===== src/rtl/div_sequencer_pkg.sv =====
`default_nettype none
// ============================================================================
//  Module      : div_sequencer_pkg
//  Description : Shared width, state encoding, divide-by-zero constant and
//                two's-complement negation helper for the divide sequencer.
//  Revision    : 1.0  initial release
// ============================================================================
package div_sequencer_pkg;

    localparam int WIDTH = 32;

    // Explicit 3-bit encoding keeps the state register width fixed.
    typedef enum logic [2:0] {
        DS_IDLE  = 3'd0,
        DS_START = 3'd1,
        DS_WAIT  = 3'd2,
        DS_FIX   = 3'd3,
        DS_DONE  = 3'd4
    } div_seq_state_t;

    localparam logic [WIDTH-1:0] DIV0_QUOTIENT = 32'hFFFF_FFFF;

    // Modulo-2^WIDTH negation, so the most negative value maps to itself.
    function automatic logic [WIDTH-1:0] negate(input logic [WIDTH-1:0] x);
        return '0 - x;
    endfunction

endpackage
`default_nettype wire


===== src/rtl/div_sequencer_sign_mag.sv =====
`default_nettype none
// ============================================================================
//  Module      : div_sequencer_sign_mag
//  Description : Combinational magnitude/sign extraction of one operand.
//                Unsigned operands pass through with a clear sign bit.
//  Revision    : 1.0  initial release
// ============================================================================
module div_sequencer_sign_mag
    import div_sequencer_pkg::*;
(
    input  logic [WIDTH-1:0] value,
    input  logic             is_signed,
    output logic [WIDTH-1:0] magnitude,
    output logic             sign
);

    // Negate only signed negative values; 0x80000000 stays 0x80000000.
    always_comb begin
        sign      = is_signed & value[WIDTH-1];
        magnitude = sign ? negate(value) : value;
    end

endmodule
`default_nettype wire


===== src/rtl/div_sequencer.sv =====
`default_nettype none
// ============================================================================
//  Module      : div_sequencer
//  Description : Handshaked control stage in front of the 32-bit iterative
//                divider: operand magnitudes out, sign-corrected quotient (LO)
//                and remainder (HI) back. Zero divisors and divisors with the
//                top bit set are resolved locally without starting the divider.
//  Revision    : 1.0  initial release
// ============================================================================
module div_sequencer
    import div_sequencer_pkg::*;
(
    input  logic             clock,
    input  logic             reset_n,
    input  logic             in_valid,
    output logic             in_ready,
    input  logic             in_signed,
    input  logic [WIDTH-1:0] in_dividend,
    input  logic [WIDTH-1:0] in_divisor,
    output logic             out_valid,
    input  logic             out_ready,
    output logic [WIDTH-1:0] out_lo,
    output logic [WIDTH-1:0] out_hi,
    output logic             div_start,
    output logic [WIDTH-1:0] div_dividend,
    output logic [WIDTH-1:0] div_divisor,
    input  logic [WIDTH-1:0] div_quotient,
    input  logic [WIDTH-1:0] div_remainder,
    input  logic             div_finished
);

    div_seq_state_t   state_q, state_d;
    logic             in_ready_q, in_ready_d;
    logic             out_valid_q, out_valid_d;
    logic             div_start_q, div_start_d;
    logic [WIDTH-1:0] mag_a_q, mag_a_d;
    logic [WIDTH-1:0] mag_b_q, mag_b_d;
    logic             neg_quo_q, neg_quo_d;
    logic             neg_rem_q, neg_rem_d;
    logic             bypass_q, bypass_d;
    logic [WIDTH-1:0] quo_q, quo_d;
    logic [WIDTH-1:0] rem_q, rem_d;
    logic [WIDTH-1:0] out_lo_q, out_lo_d;
    logic [WIDTH-1:0] out_hi_q, out_hi_d;

    logic [WIDTH-1:0] mag_a, mag_b;
    logic             sign_a, sign_b;
    logic             a_ge_b;

    div_sequencer_sign_mag u_sign_a (
        .value     (in_dividend),
        .is_signed (in_signed),
        .magnitude (mag_a),
        .sign      (sign_a)
    );

    div_sequencer_sign_mag u_sign_b (
        .value     (in_divisor),
        .is_signed (in_signed),
        .magnitude (mag_b),
        .sign      (sign_b)
    );

    assign a_ge_b = (mag_a >= mag_b);

    // Next-state, datapath capture and registered-output decode.
    always_comb begin
        state_d  = state_q;
        mag_a_d  = mag_a_q;
        mag_b_d  = mag_b_q;
        neg_quo_d = neg_quo_q;
        neg_rem_d = neg_rem_q;
        bypass_d = bypass_q;
        quo_d    = quo_q;
        rem_d    = rem_q;
        out_lo_d = out_lo_q;
        out_hi_d = out_hi_q;

        case (state_q)
            DS_IDLE: begin
                if (in_valid) begin
                    mag_a_d   = mag_a;
                    mag_b_d   = mag_b;
                    neg_quo_d = sign_a ^ sign_b;
                    neg_rem_d = sign_a;
                    bypass_d  = 1'b0;
                    if (in_divisor == '0) begin
                        quo_d    = DIV0_QUOTIENT;
                        rem_d    = in_dividend;
                        bypass_d = 1'b1;
                        state_d  = DS_FIX;
                    end else if (mag_b[WIDTH-1]) begin
                        // The divider sign-extends its divisor, so a quotient
                        // of 0 or 1 is resolved here instead.
                        quo_d   = {{(WIDTH-1){1'b0}}, a_ge_b};
                        rem_d   = a_ge_b ? (mag_a - mag_b) : mag_a;
                        state_d = DS_FIX;
                    end else begin
                        state_d = DS_START;
                    end
                end
            end
            DS_START: begin
                state_d = DS_WAIT;
            end
            DS_WAIT: begin
                if (div_finished) begin
                    quo_d   = div_quotient;
                    rem_d   = div_remainder;
                    state_d = DS_FIX;
                end
            end
            DS_FIX: begin
                out_lo_d = (neg_quo_q && !bypass_q) ? negate(quo_q) : quo_q;
                out_hi_d = (neg_rem_q && !bypass_q) ? negate(rem_q) : rem_q;
                state_d  = DS_DONE;
            end
            DS_DONE: begin
                if (out_ready) begin
                    state_d = DS_IDLE;
                end
            end
            default: begin
                state_d = DS_IDLE;
            end
        endcase

        in_ready_d  = (state_d == DS_IDLE);
        out_valid_d = (state_d == DS_DONE);
        div_start_d = (state_d == DS_START);
    end

    // State and datapath registers with asynchronous active-low reset.
    always_ff @(posedge clock or negedge reset_n) begin
        if (!reset_n) begin
            state_q     <= DS_IDLE;
            in_ready_q  <= 1'b1;
            out_valid_q <= 1'b0;
            div_start_q <= 1'b0;
            mag_a_q     <= '0;
            mag_b_q     <= '0;
            neg_quo_q   <= 1'b0;
            neg_rem_q   <= 1'b0;
            bypass_q    <= 1'b0;
            quo_q       <= '0;
            rem_q       <= '0;
            out_lo_q    <= '0;
            out_hi_q    <= '0;
        end else begin
            state_q     <= state_d;
            in_ready_q  <= in_ready_d;
            out_valid_q <= out_valid_d;
            div_start_q <= div_start_d;
            mag_a_q     <= mag_a_d;
            mag_b_q     <= mag_b_d;
            neg_quo_q   <= neg_quo_d;
            neg_rem_q   <= neg_rem_d;
            bypass_q    <= bypass_d;
            quo_q       <= quo_d;
            rem_q       <= rem_d;
            out_lo_q    <= out_lo_d;
            out_hi_q    <= out_hi_d;
        end
    end

    assign in_ready     = in_ready_q;
    assign out_valid    = out_valid_q;
    assign div_start    = div_start_q;
    assign div_dividend = mag_a_q;
    assign div_divisor  = mag_b_q;
    assign out_lo       = out_lo_q;
    assign out_hi       = out_hi_q;

endmodule
`default_nettype wire


===== config.mk =====
export PLATFORM = sky130hd
export DESIGN_NAME = div_sequencer
export DESIGN_NICKNAME = d
export VERILOG_FILES = /design/src/rtl/div_sequencer_pkg.sv /design/src/rtl/div_sequencer_sign_mag.sv /design/src/rtl/div_sequencer.sv
export SDC_FILE = /design/constraint.sdc
export NUM_CORES = 1
export LEC_CHECK = 0
export CAP_MARGIN = 20
export CORE_ASPECT_RATIO = 1.2
export CORE_MARGIN = 2
export CORE_UTILIZATION = 50
export CTS_CLUSTER_DIAMETER = 150
export DETAILED_ROUTE_END_ITERATION = 16
export PLACE_DENSITY = 0.86
export SYNTH_ARGS = -nofsm -noshare
export SYNTH_HDL_FRONTEND = slang
export SYNTH_SLANG_ARGS = --single-unit
export TNS_END_PERCENT = 100

===== constraint.sdc =====
create_clock -name clock -period 3.6 [get_ports clock]
set_clock_uncertainty 0.1 [all_clocks]
set_input_delay 0.54 -clock clock [delete_from_list [all_inputs] [get_ports clock]]
set_output_delay 0.54 -clock clock [all_outputs]
set_load 0.02 [all_outputs]

==> reports/qor.yml, run 1 <==
outcome:
  status: "complete, but fails checks"
  violations: "setup timing"
yosys:
  syn_nets: 1654
  syn_area_per_cell_um2: 8.36
  yosysWarnings: 0
  yosysTopAreaCell: "dfrtp_1"
  synth_top_area_share_pct: 40.3
  ys.flop_type: "dfrtp_1"
  synth_seq_cells: 201
  syn_inst: 1485
  syn-cell-area_um2: 12400
  async_flop_share_pct: 100
  synth_edf_count: 0
  ys_types: 72
  synthTopCellsByArea: "dfrtp_1, nand2_1, o21ai_0, xnor2_1, a21oi_1"
  synth-seq-area-share_pct: 40.5
power_and_ir_drop:
  power_leakage_nw: 8.78
  max-vdd-ir-drop_v: 0.000488
  p_total_mw: 14.5
  power_density_nw_per_um2: 741
floorplanning:
  fp.coreArea_um2: 24600
  die_area_um2: 26100
  die_w_um: 148
  start_util_pct: 50.5
  io_pins: 265
  die-height_um: 177
  std_cell_rows: 63
cts:
  clockRootBuffer: "clkbuf_16"
  cts_sinks: 201
  cts_made_buffers: 22
  clk_pin_slew_ns: 0.06
  cts_tree: "yes"
  htreeDepth: 1
  clockBufferDepth: 3
  clk_latency_ns: 0.53
critical_path:
  crit_family: "compound AO/OA/AOI/OAI gates"
  cp_data_arrival_time_ns: 4.85
  slowest_delay_ns: 0.49
  cp_max_fo: 6
  critPathLaunchType: "input port"
  critical_path_buf_inv_count: 4
  worstPathRequired_ns: 3.89
  cp-end-kind: "register"
  path_cells: "buf_6, or3_4, or4_4, or2_4, or3_4, o31ai_4, xor2_2, ha_4, a21oi_2, o21bai_1, a31oi_1, o21ai_1, a311oi_2, a21oi_4, buf_12, buf_6, buf_6, nand3b_1, o211ai_1, o21ai_1, o21ai_1"
  cp_slowest_cell: "or4_4"
  crit_type: "in -> reg"
sta:
  final_hold_viol_count: 0
  setup_viol: 33
  hold_ws_ns: 0.321
  fmax_ghz: 0.219
  period_share_pct: 127
  grt_setup_unrepaired: "yes"
  setup_slack_ns: -0.963
  slew-limit-headroom_pct: 35.0
  tightestPinTransition_ns: 0.973
  min_period_ns: 4.56
  slew_viol_final: 0
  setup-tns-final_ns: -24.23
routing:
  dr.pass1.iters: 9
  routed_wl_um: 49500
  drc: 0
  wl_per_cell_um: 20.7
  drt_iter0_markers: 1428
  detail_route.vias_per_cell: 5.95
  vias: 14254
  ant_nets: 0
final_layout:
  final_common_cell: "buf_4"
  final_cell_mix: "buf_4, nand2_1, clkdlybuf4s50_1"
  syn_to_final_growth_pct: 58.2
  final_area_um2: 19600
  layout.nets: 2223
  final_cells: 2395
  drive_above_1_share_pct: 26.5
  post-route-util_pct: 79.8
global_routing:
  grt_pass1_vias: 13888
  antenna_found_initial: 3
  track_usage_pct: 34.8
  grt_pass1_wl_um: 72300
  grt_max_degree: 131
  overflow: 0
place:
  place_inst: 2308
  dpl_cell_area_um2: 17700
  port_buffers: 264
  dp_slack_ns: -1.67
  place.gp.congestion: 0.982
  hpwlAfterDp_um: 34500
job:
  drv_cap: 0
worst_hold_path:
  hold_class: "in -> reg"
==> state kept, by name (all words and copies together), names as in the netlist <==
signal / count
in_ready: 1
div_start: 1
neg_quo_q: 1
state_q: 3
quo_q: 32
rem_q: 32
div_divisor: 32
div_dividend: 32
bypass_q: 1
neg_rem_q: 1
out_hi: 32
out_valid: 1
out_lo: 32
==> area by class of cell <==
| class | instances | area, um2 |
|---|---|---|
| multi-input cells | 1170 | 7750 |
| well taps | 325 | 407 |
| repair buffers | 625 | 5560 |
| fillers | 1566 | 4960 |
| diodes | 2 | 5.00 |
| clock buffers | 31 | 656 |
| clock inverters | 7 | 98.8 |
| inverters | 34 | 128 |
| flip-flops and latches | 201 | 5030 |
==> path summary, 6_finish.rpt <==
| kind | start | slack [ns] | cells after the start | end |
|---|---|---|---|---|
| worst max-delay path | in_divisor[15] | -0.96 | 21 | rem_q[16] |
| worst min-delay path | in_divisor[0] | 0.32 | 4 | div_divisor[0] |
| worst max register to register | rem_q[10] | 0.25 | 11 | out_hi[31] |
| worst min register to register | div_dividend[5] | 0.38 | 2 | div_dividend[5] |
| max in group asynchronous | reset_n | 2.01 | 3 | out_hi[9] |
| min in group asynchronous | reset_n | 0.52 | 2 | div_divisor[30] |
==> Yosys cell counts (all sizes together), types with 4 or more instances <==
library cell	number
a211o	5
a211oi	8
a21boi	4
a21o	15
a21oi	126
a221oi	4
a22o	4
a22oi	5
a31oi	14
and2	9
and3	12
buf	14
clkbuf	66
dfrtp	200
ha	34
inv	34
mux2i	9
nand2	275
nand2b	11
nand3	21
nand4	7
nor2	79
nor2b	11
nor3	32
nor4	18
o211ai	7
o21ai	199
o21bai	4
o221ai	13
o31ai	14
o41ai	10
or3	16
or4	11
xnor2	83
xor2	69
==> cell families after synthesis <==
| logic type | after synthesis | synth area share (%) |
|---|---|---|
| AO/OA/AOI/OAI | 453 | 21.5 |
| buffers and inverters | 114 | 3.67 |
| flip-flops | 201 | 40.5 |
| multiplexers | 10 | 0.817 |
| AND/OR/NAND/NOR | 517 | 18.9 |
| adder cells (fa/ha/maj) | 38 | 3.84 |
| XOR/XNOR | 152 | 10.8 |
==> worst reg2reg max path, stage by stage (launching register included) <==
cell	delay [ns]
dfrtp_1	0.46
or4_1	0.61
nor4_2	0.31
inv_1	0.10
nor2_1	0.21
nand2_1	0.13
nor4_2	0.31
nand2_1	0.15
nor3_1	0.33
a21oi_1	0.15
xnor2_1	0.27
o21ai_0	0.10
==> power breakdown <==
group	switching, mW	leakage [nW]	internal, mW
clock network	0.972	0.370	1.41
logic	4.37	5.90	3.57
registers	0.908	2.51	3.31
==> metal layers <==
metal | GRT usage [%] | vias up | part of all wire [%]
met5 | 0 | - | 0.022
met3 | 5.43 | 214 | 9.0
met1 | 43.7 | 6750 | 38
li1 | - | 6362 | -
met2 | 59.1 | 926 | 48
met4 | 16.2 | 2 | 5.5
==> timing repair <==
item                                    4_1_cts  5_1_grt
buffers inserted                             34       16
gates resized for setup                     157       95
cloned                                        1        0
hold endpoints to repair                     10        0
hold buffers                                  1        0
endpoints found under the setup margin       65       55
pin swaps                                    83       71
Note: power is estimated with default switching activity, not from simulation.
==> run 2, diff against run 1 <==
--- a/config.mk
+++ b/config.mk
@@ -12,6 +12,7 @@
 export CTS_CLUSTER_DIAMETER = 150
 export DETAILED_ROUTE_END_ITERATION = 16
 export PLACE_DENSITY = 0.86
+export REMOVE_ABC_BUFFERS = 1
 export SYNTH_ARGS = -nofsm -noshare
 export SYNTH_HDL_FRONTEND = slang
 export SYNTH_SLANG_ARGS = --single-unit
==> constraint.sdc (replaced) <==
create_clock -name clock -period 3.6 [get_ports clock]
set_clock_uncertainty 0.1 [all_clocks]
set_input_delay 1.08 -clock clock [delete_from_list [all_inputs] [get_ports clock]]
set_output_delay 1.08 -clock clock [all_outputs]
set_load 0.02 [all_outputs]
==> run 2 against run 1 <==
The flow still finishes with violations (setup timing). First-iteration DRC count increased by 3.7%. Worst hold slack improved by 0.051 ns. Core utilization increased by 2.6 points. Via count increased by 2.2%. Final area increased by 3.3%. Highest routed layer is now met4.
==> reports/qor.yml, run 2 (same netlist as run 1, synthesis figures left out) <==
final_layout:
  final_cells: 2421  # +1.1%
  syn_to_final_growth_pct: 63.4
  final_common_cell: "buf_4"
  antenna_cells: 0  # -2
  final_cell_mix: "buf_4, nand2_1, clkdlybuf4s50_1"
  drive_above_1_share_pct: 29.8  # +3.3 points
  layout.nets: 2249  # +1.2%
  final_area_um2: 20300  # +3.3%
  nFillCells: 1420  # -9.3%
  post-route-util_pct: 82.4  # +2.6 points
critical_path:
  cp_slowest_cell: "or4_4"
  path_cells: "buf_6, or3_4, or4_4, or2_4, buf_6, nor3_4, buf_4, buf_4, a21oi_1, xnor2_1, ha_1, inv_2, o21bai_4, a31oi_4, o21ai_2, buf_4, a41oi_4, a21oi_4, buf_4, inv_4, or3_1, mux2_4, nand3_1"
  critPathLaunchType: "input port"
  crit_family: "simple AND/OR/NAND/NOR gates"
  cp_max_fo: 3  # -3
  worstPathRequired_ns: 3.95  # +0.06 ns
  rr_startpoint: "rem_q[10]"
  slowest_delay_ns: 0.51  # +0.02 ns
  critical_path_buf_inv_count: 8  # +4
  cp_data_arrival_time_ns: 5.30  # +0.45 ns
  ff2ff_setup_slack_ns: 0.29  # +0.04 ns
  cpMostUsedCell: "buf_4"
  cp-end-kind: "register"
  crit_type: "in -> reg"
  reg2reg_depth: 8  # -3
  reg2reg_to: "out_hi[30]"
cts:
  hold_buffers: 0  # -1
  cts_made_buffers: 23  # +4.5%
  clockBufferDepth: 3  # unchanged
  cts_sinks: 201  # unchanged
  cts_tree: "yes"
  clk_pin_slew_ns: 0.06  # about the same
  clk_latency_ns: 0.52  # about the same
  clockRootBuffer: "clkbuf_16"
  htreeDepth: 1  # unchanged
sta:
  min_period_ns: 4.95  # +0.385 ns
  grt_setup_unrepaired: "yes"
  fmax_ghz: 0.202  # -7.8%
  final_hold_viol_count: 0  # unchanged
  slew_viol_final: 0  # unchanged
  setup_slack_ns: -1.35  # -0.385 ns
  tightestPinTransition_ns: 1.02  # +0.0517 ns
  hold_ws_ns: 0.372  # +0.0508 ns
  setup_viol: 66  # +100%
  slew-limit-headroom_pct: 31.5  # -3.5 points
  period_share_pct: 137  # +11 points
global_routing:
  antenna_found_initial: 0  # -3
  overflow: 0  # unchanged
  grt_max_degree: 131  # unchanged
  grt_pass1_vias: 14520  # +4.6%
  track_usage_pct: 38.1  # +3.3 points
  grt_pass1_wl_um: 78100  # +8.1%
routing:
  routed_wl_um: 53500  # +8.1%
  dr.pass1.iters: 6  # -3
  wl_per_cell_um: 22.1  # +7.0%
  vias: 14569  # +2.2%
  ant_nets: 0  # unchanged
  detail_route.vias_per_cell: 6.02  # +1.1%
  drc: 0  # unchanged
  drt_iter0_markers: 1481  # +3.7%
floorplanning:
  die-height_um: 177  # unchanged
  start_util_pct: 50.5  # unchanged
  die_area_um2: 26100  # unchanged
  std_cell_rows: 63  # unchanged
  die_w_um: 148  # unchanged
  fp.coreArea_um2: 24600  # unchanged
  io_pins: 265  # unchanged
place:
  hpwlAfterDp_um: 34700  # +0.40%
  dpl_cell_area_um2: 17500  # -0.96%
  port_buffers: 264  # unchanged
  place.gp.congestion: 0.977  # -0.57%
  place_inst: 2298  # -0.43%
power_and_ir_drop:
  p_total_mw: 15.5  # +6.5%
  max-vdd-ir-drop_v: 0.000462  # -5.3%
  power_leakage_nw: 9.04  # +3.0%
  power_density_nw_per_um2: 764  # +3.1%
outcome:
  status: "complete, but fails checks"
  violations: "setup timing"
worst_hold_path:
  holdPathEnd: "div_dividend[27]"
  holdPathStages: 2  # -2
  worstHoldStart: "div_dividend[27]"
  hold_class: "reg -> reg"
job:
  drv_cap: 0  # unchanged
run 2: worst max-delay path by stage:
| stage | start | endpoint | slack [ns] | cells after the start |
|---|---|---|---|---|
| after floorplan | in_divisor[15] | rem_q[31] | -3.74 | 17 |
| after global placement | in_divisor[0] | rem_q[25] | -2.23 | 22 |
| after detailed placement | in_divisor[15] | rem_q[2] | -2.23 | 18 |
| after CTS | in_divisor[18] | rem_q[2] | -1.22 | 19 |
| after global routing | in_divisor[18] | rem_q[16] | -1.51 | 23 |
| final | in_divisor[18] | rem_q[31] | -1.35 | 23 |
run 2: routing by layer:
layer	routed length, um	part of all wire [%]	vias up	GRT usage [%]
met3	4830	9.0	251	5.99
met1	19200	36	6915	45.5
li1	-	-	6419	-
met5	0	0	-	0
met2	26200	49	984	65.8
met4	3280	6.1	0	21.2
run 2: cell type report:
cell class                 instances  area, um2  area share, %
timing repair buffer             648       5910           29.1
clock buffer                      32        639           3.15
clock inverter                     9        153          0.753
sequential                       201       5030           24.8
multi-input combinational       1172       8010           39.5
tap                              325        407           2.01
inverter                          34        130          0.642
run 2: power by group:
part | switching, mW | internal, mW
Combinational | 4.83 | 3.86
Clock | 0.980 | 1.53
Sequential | 0.984 | 3.31
run 2: through the flow:
stage | setup slack (ns) | setup TNS [ns]
6_report | -1.35 | -49.40
2_1_floorplan | -3.74 | -143.66
3_3_place_gp | -2.23 | -111.20
5_1_grt | -1.51 | -54.81
4_1_cts | -1.22 | -47.98
3_5_place_dp | -2.23 | -117.73
run 2: worst register-to-register path, cell delays in order (launching register included):
cell     delay [ns]
dfrtp_1        0.44
or4_1          0.61
nor4_2         0.33
nand3_1        0.19
or4_1          0.51
o41ai_1        0.49
o21ai_0        0.22
xnor2_1        0.20
o21ai_0        0.09
run 2: what timing repair did:
action                     CTS  global route
setup endpoints to repair   68            71
gates resized for setup    232           165
setup buffers               49            22
pin swaps                   83            81
cloned                      14             2
==> run 3, diff against run 2 <==
--- a/config.mk
+++ b/config.mk
@@ -13,6 +13,7 @@
 export DETAILED_ROUTE_END_ITERATION = 16
 export PLACE_DENSITY = 0.86
 export REMOVE_ABC_BUFFERS = 1
+export SKIP_CTS_REPAIR_TIMING = 1
 export SYNTH_ARGS = -nofsm -noshare
 export SYNTH_HDL_FRONTEND = slang
 export SYNTH_SLANG_ARGS = --single-unit
==> run 3 against run 2 <==
The run still ends with setup timing left. Non-clock buffer count fell by 43. Routed wire length fell by 8.8%. Final area fell by 4.3%. Sequential share of layout area rose by 1.1 points. Sequential power fell by 2%. Flip-flop and latch count did not move. Core utilization fell by 3.6 points. Total power fell by 5.0%. Critical path depth fell by 5. Clock power barely moved. Combinational power fell by 7.7%. Register-to-register slack barely moved. Critical path type unchanged. Critical endpoint is now rem_q[18]. Largest cell class unchanged. Largest power group unchanged. Highest routed layer unchanged.
==> reports/qor.yml, run 3 (same netlist as run 1, synthesis figures left out) <==
global_routing:
  grt_pass1_vias: 13378  # -7.9%
  grt_max_degree: 131  # unchanged
  use_met1_pct: 43.1  # -2.5 points
  grt_util_met2_pct: 58.1  # -7.7 points
  antenna_found_initial: 0  # unchanged
  grt_pass1_wl_um: 70200  # -10%
  track_usage_pct: 33.9  # -4.3 points
  overflow: 0  # unchanged
  grt.met3_usage_pct: 4.16  # -1.8 points
  top_usage_layer: "met2"
routing:
  routed_wl_um: 48800  # -8.8%
  detail_route.vias_per_cell: 5.86  # -2.6%
  drt_iter0_markers: 1296  # -12%
  drc: 0  # unchanged
  wl_per_cell_um: 20.5  # -7.1%
  ant_nets: 0  # unchanged
  dr.pass1.iters: 6  # unchanged
  vias: 13937  # -4.3%
sta:
  final_hold_viol_count: 0  # unchanged
  tightestPinTransition_ns: 0.914  # -0.111 ns
  grt_setup_unrepaired: "yes"
  min_period_ns: 4.97  # +0.0218 ns
  slew-limit-headroom_pct: 38.9  # +7.4 points
  setup_viol: 66  # unchanged
  slew_viol_final: 0  # unchanged
  setup_slack_ns: -1.37  # -0.0218 ns
  period_share_pct: 138  # +0.60 points
  fmax_ghz: 0.201  # -0.44%
final_layout:
  layout.nets: 2205  # -2.0%
  final_area_um2: 19400  # -4.3%
  syn_to_final_growth_pct: 56.3
  drive_above_1_share_pct: 24.7  # -5.1 points
  antenna_cells: 0  # unchanged
  final_cell_mix: "buf_4, nand2_1, clkdlybuf4s50_1"
  final_common_cell: "buf_4"
  nFillCells: 1649  # +16%
floorplanning:
  std_cell_rows: 63  # unchanged
  die-height_um: 177  # unchanged
  io_pins: 265  # unchanged
  fp.coreArea_um2: 24600  # unchanged
  die_w_um: 148  # unchanged
  die_area_um2: 26100  # unchanged
  start_util_pct: 50.5  # unchanged
power_and_ir_drop:
  combPwrFrac_pct: 54.4  # -1.7 points
  pwr-share-clk_pct: 16.9  # +0.7 points
  power_density_nw_per_um2: 759  # -0.68%
  p_int_mw: 8.44  # -3.0%
  p_sw_mw: 6.29  # -7.5%
  max-vdd-ir-drop_v: 0.000472  # +2.3%
  switching_share_pct: 42.7  # -1.2 points
  p_seq_share_pct: 28.7  # +1.0 points
  p_total_mw: 14.7  # -5.0%
  power_leakage_nw: 8.66  # -4.2%
critical_path:
  crit_type: "in -> reg"
  cp_data_arrival_time_ns: 5.26  # -0.04 ns
  cp_max_fo: 10  # +7
  cp-end-kind: "register"
  worstPathRequired_ns: 3.89  # -0.06 ns
  ff2ff_setup_slack_ns: 0.29  # about the same
  critPathLaunchType: "input port"
cts:
  clk_latency_ns: 0.52  # about the same
  clk_pin_slew_ns: 0.06  # about the same
  clockRootBuffer: "clkbuf_16"
  htreeDepth: 1  # unchanged
  cts_tree: "yes"
  cts_made_buffers: 23  # unchanged
  cts_sinks: 201  # unchanged
  clockBufferDepth: 3  # unchanged
outcome:
  violations: "setup timing"
  status: "complete, but fails checks"
place:
  dp_slack_ns: -2.23  # unchanged
  place.gp.congestion: 0.977  # unchanged
  dpl_cell_area_um2: 17500  # unchanged
  port_buffers: 264  # unchanged
  hpwlAfterDp_um: 34700  # unchanged
worst_hold_path:
  hold_class: "reg -> reg"
job:
  drv_cap: 0  # unchanged
==> run 3: cell count changes in the layout (fill, tap and decap cells not counted), sizes merged <==
| cell | previous run | this run |
|---|---|---|
| bufbuf | 1 | 0 |
| dlygate4sd2 | 10 | 0 |
| clkbuf | 39 | 40 |
| buf | 387 | 337 |
| clkdlybuf4s50 | 236 | 246 |
| nor2 | 81 | 80 |
| dlymetal6s2s | 7 | 14 |
==> run 3: layout make-up <==
cell class / count / area, um2 / area share [%]
clock buffers: 32 / 639 / 3.30
clock inverters: 9 / 153 / 0.787
inverters: 34 / 128 / 0.658
multi-input cells: 1171 / 7570 / 39.0
flip-flops and latches: 201 / 5030 / 25.9
well taps: 325 / 407 / 2.10
repair buffers: 605 / 5470 / 28.2
==> run 3: path summary, 6_finish.rpt <==
check / end / cells past startpoint / from
setup / recovery: rem_q[18] / 18 / in_divisor[18]
hold / removal: div_dividend[27] / 2 / div_dividend[27]
setup reg to reg: out_hi[30] / 8 / rem_q[10]
hold reg to reg: div_dividend[27] / 2 / div_dividend[27]
max in group asynchronous: rem_q[20] / 2 / reset_n
min in group asynchronous: div_divisor[2] / 1 / reset_n
==> run 3: power by group through the flow <==
stage | Sequential (mW) | Clock, mW | Combinational, mW
floorplan | 4.83 | 0 | 3.16
global placement | 4.13 | 0 | 7.01
detailed placement | 4.18 | 0 | 7.21
CTS | 4.16 | 2.51 | 7.28
global route | 4.32 | 2.60 | 8.58
finish | 4.22 | 2.49 | 8.02
==> run 3: worst max-delay path, stage by stage <==
cell and delay (ns):
buf_6 0.09, or3_4 0.38, or4_4 0.50, or2_4 0.28, or3_4 0.43, buf_4 0.15, o21ai_0 0.18, xor2_1 0.30
ha_1 0.21, inv_1 0.06, nor3_2 0.20, and2_4 0.19, a41oi_2 0.14, a21oi_4 0.32, buf_6 0.22, nand2_2 0.08
xnor2_2 0.15, o311ai_1 0.30
==> run 3: metrics by stage <==
step / setup TNS [ns] / cells / hold WS [ns] / utilization [%]
2_1_floorplan: -143.66 / 1405 / 0.354 / -
3_3_place_gp: -111.20 / 2298 / 0.360 / 71.2
3_5_place_dp: -117.73 / 2298 / 0.362 / 71.2
4_1_cts: -77.06 / 2339 / 0.376 / 74.4
5_1_grt: -62.97 / 2377 / 0.398 / 78.9
6_report: -53.47 / 2377 / 0.372 / 78.9
==> run 3: routing by layer <==
layer / part of all wire [%] / wire, um
met5: 0 / 0
met4: 5.4 / 2610
met3: 7.7 / 3770
met2: 49 / 23700
met1: 38 / 18700
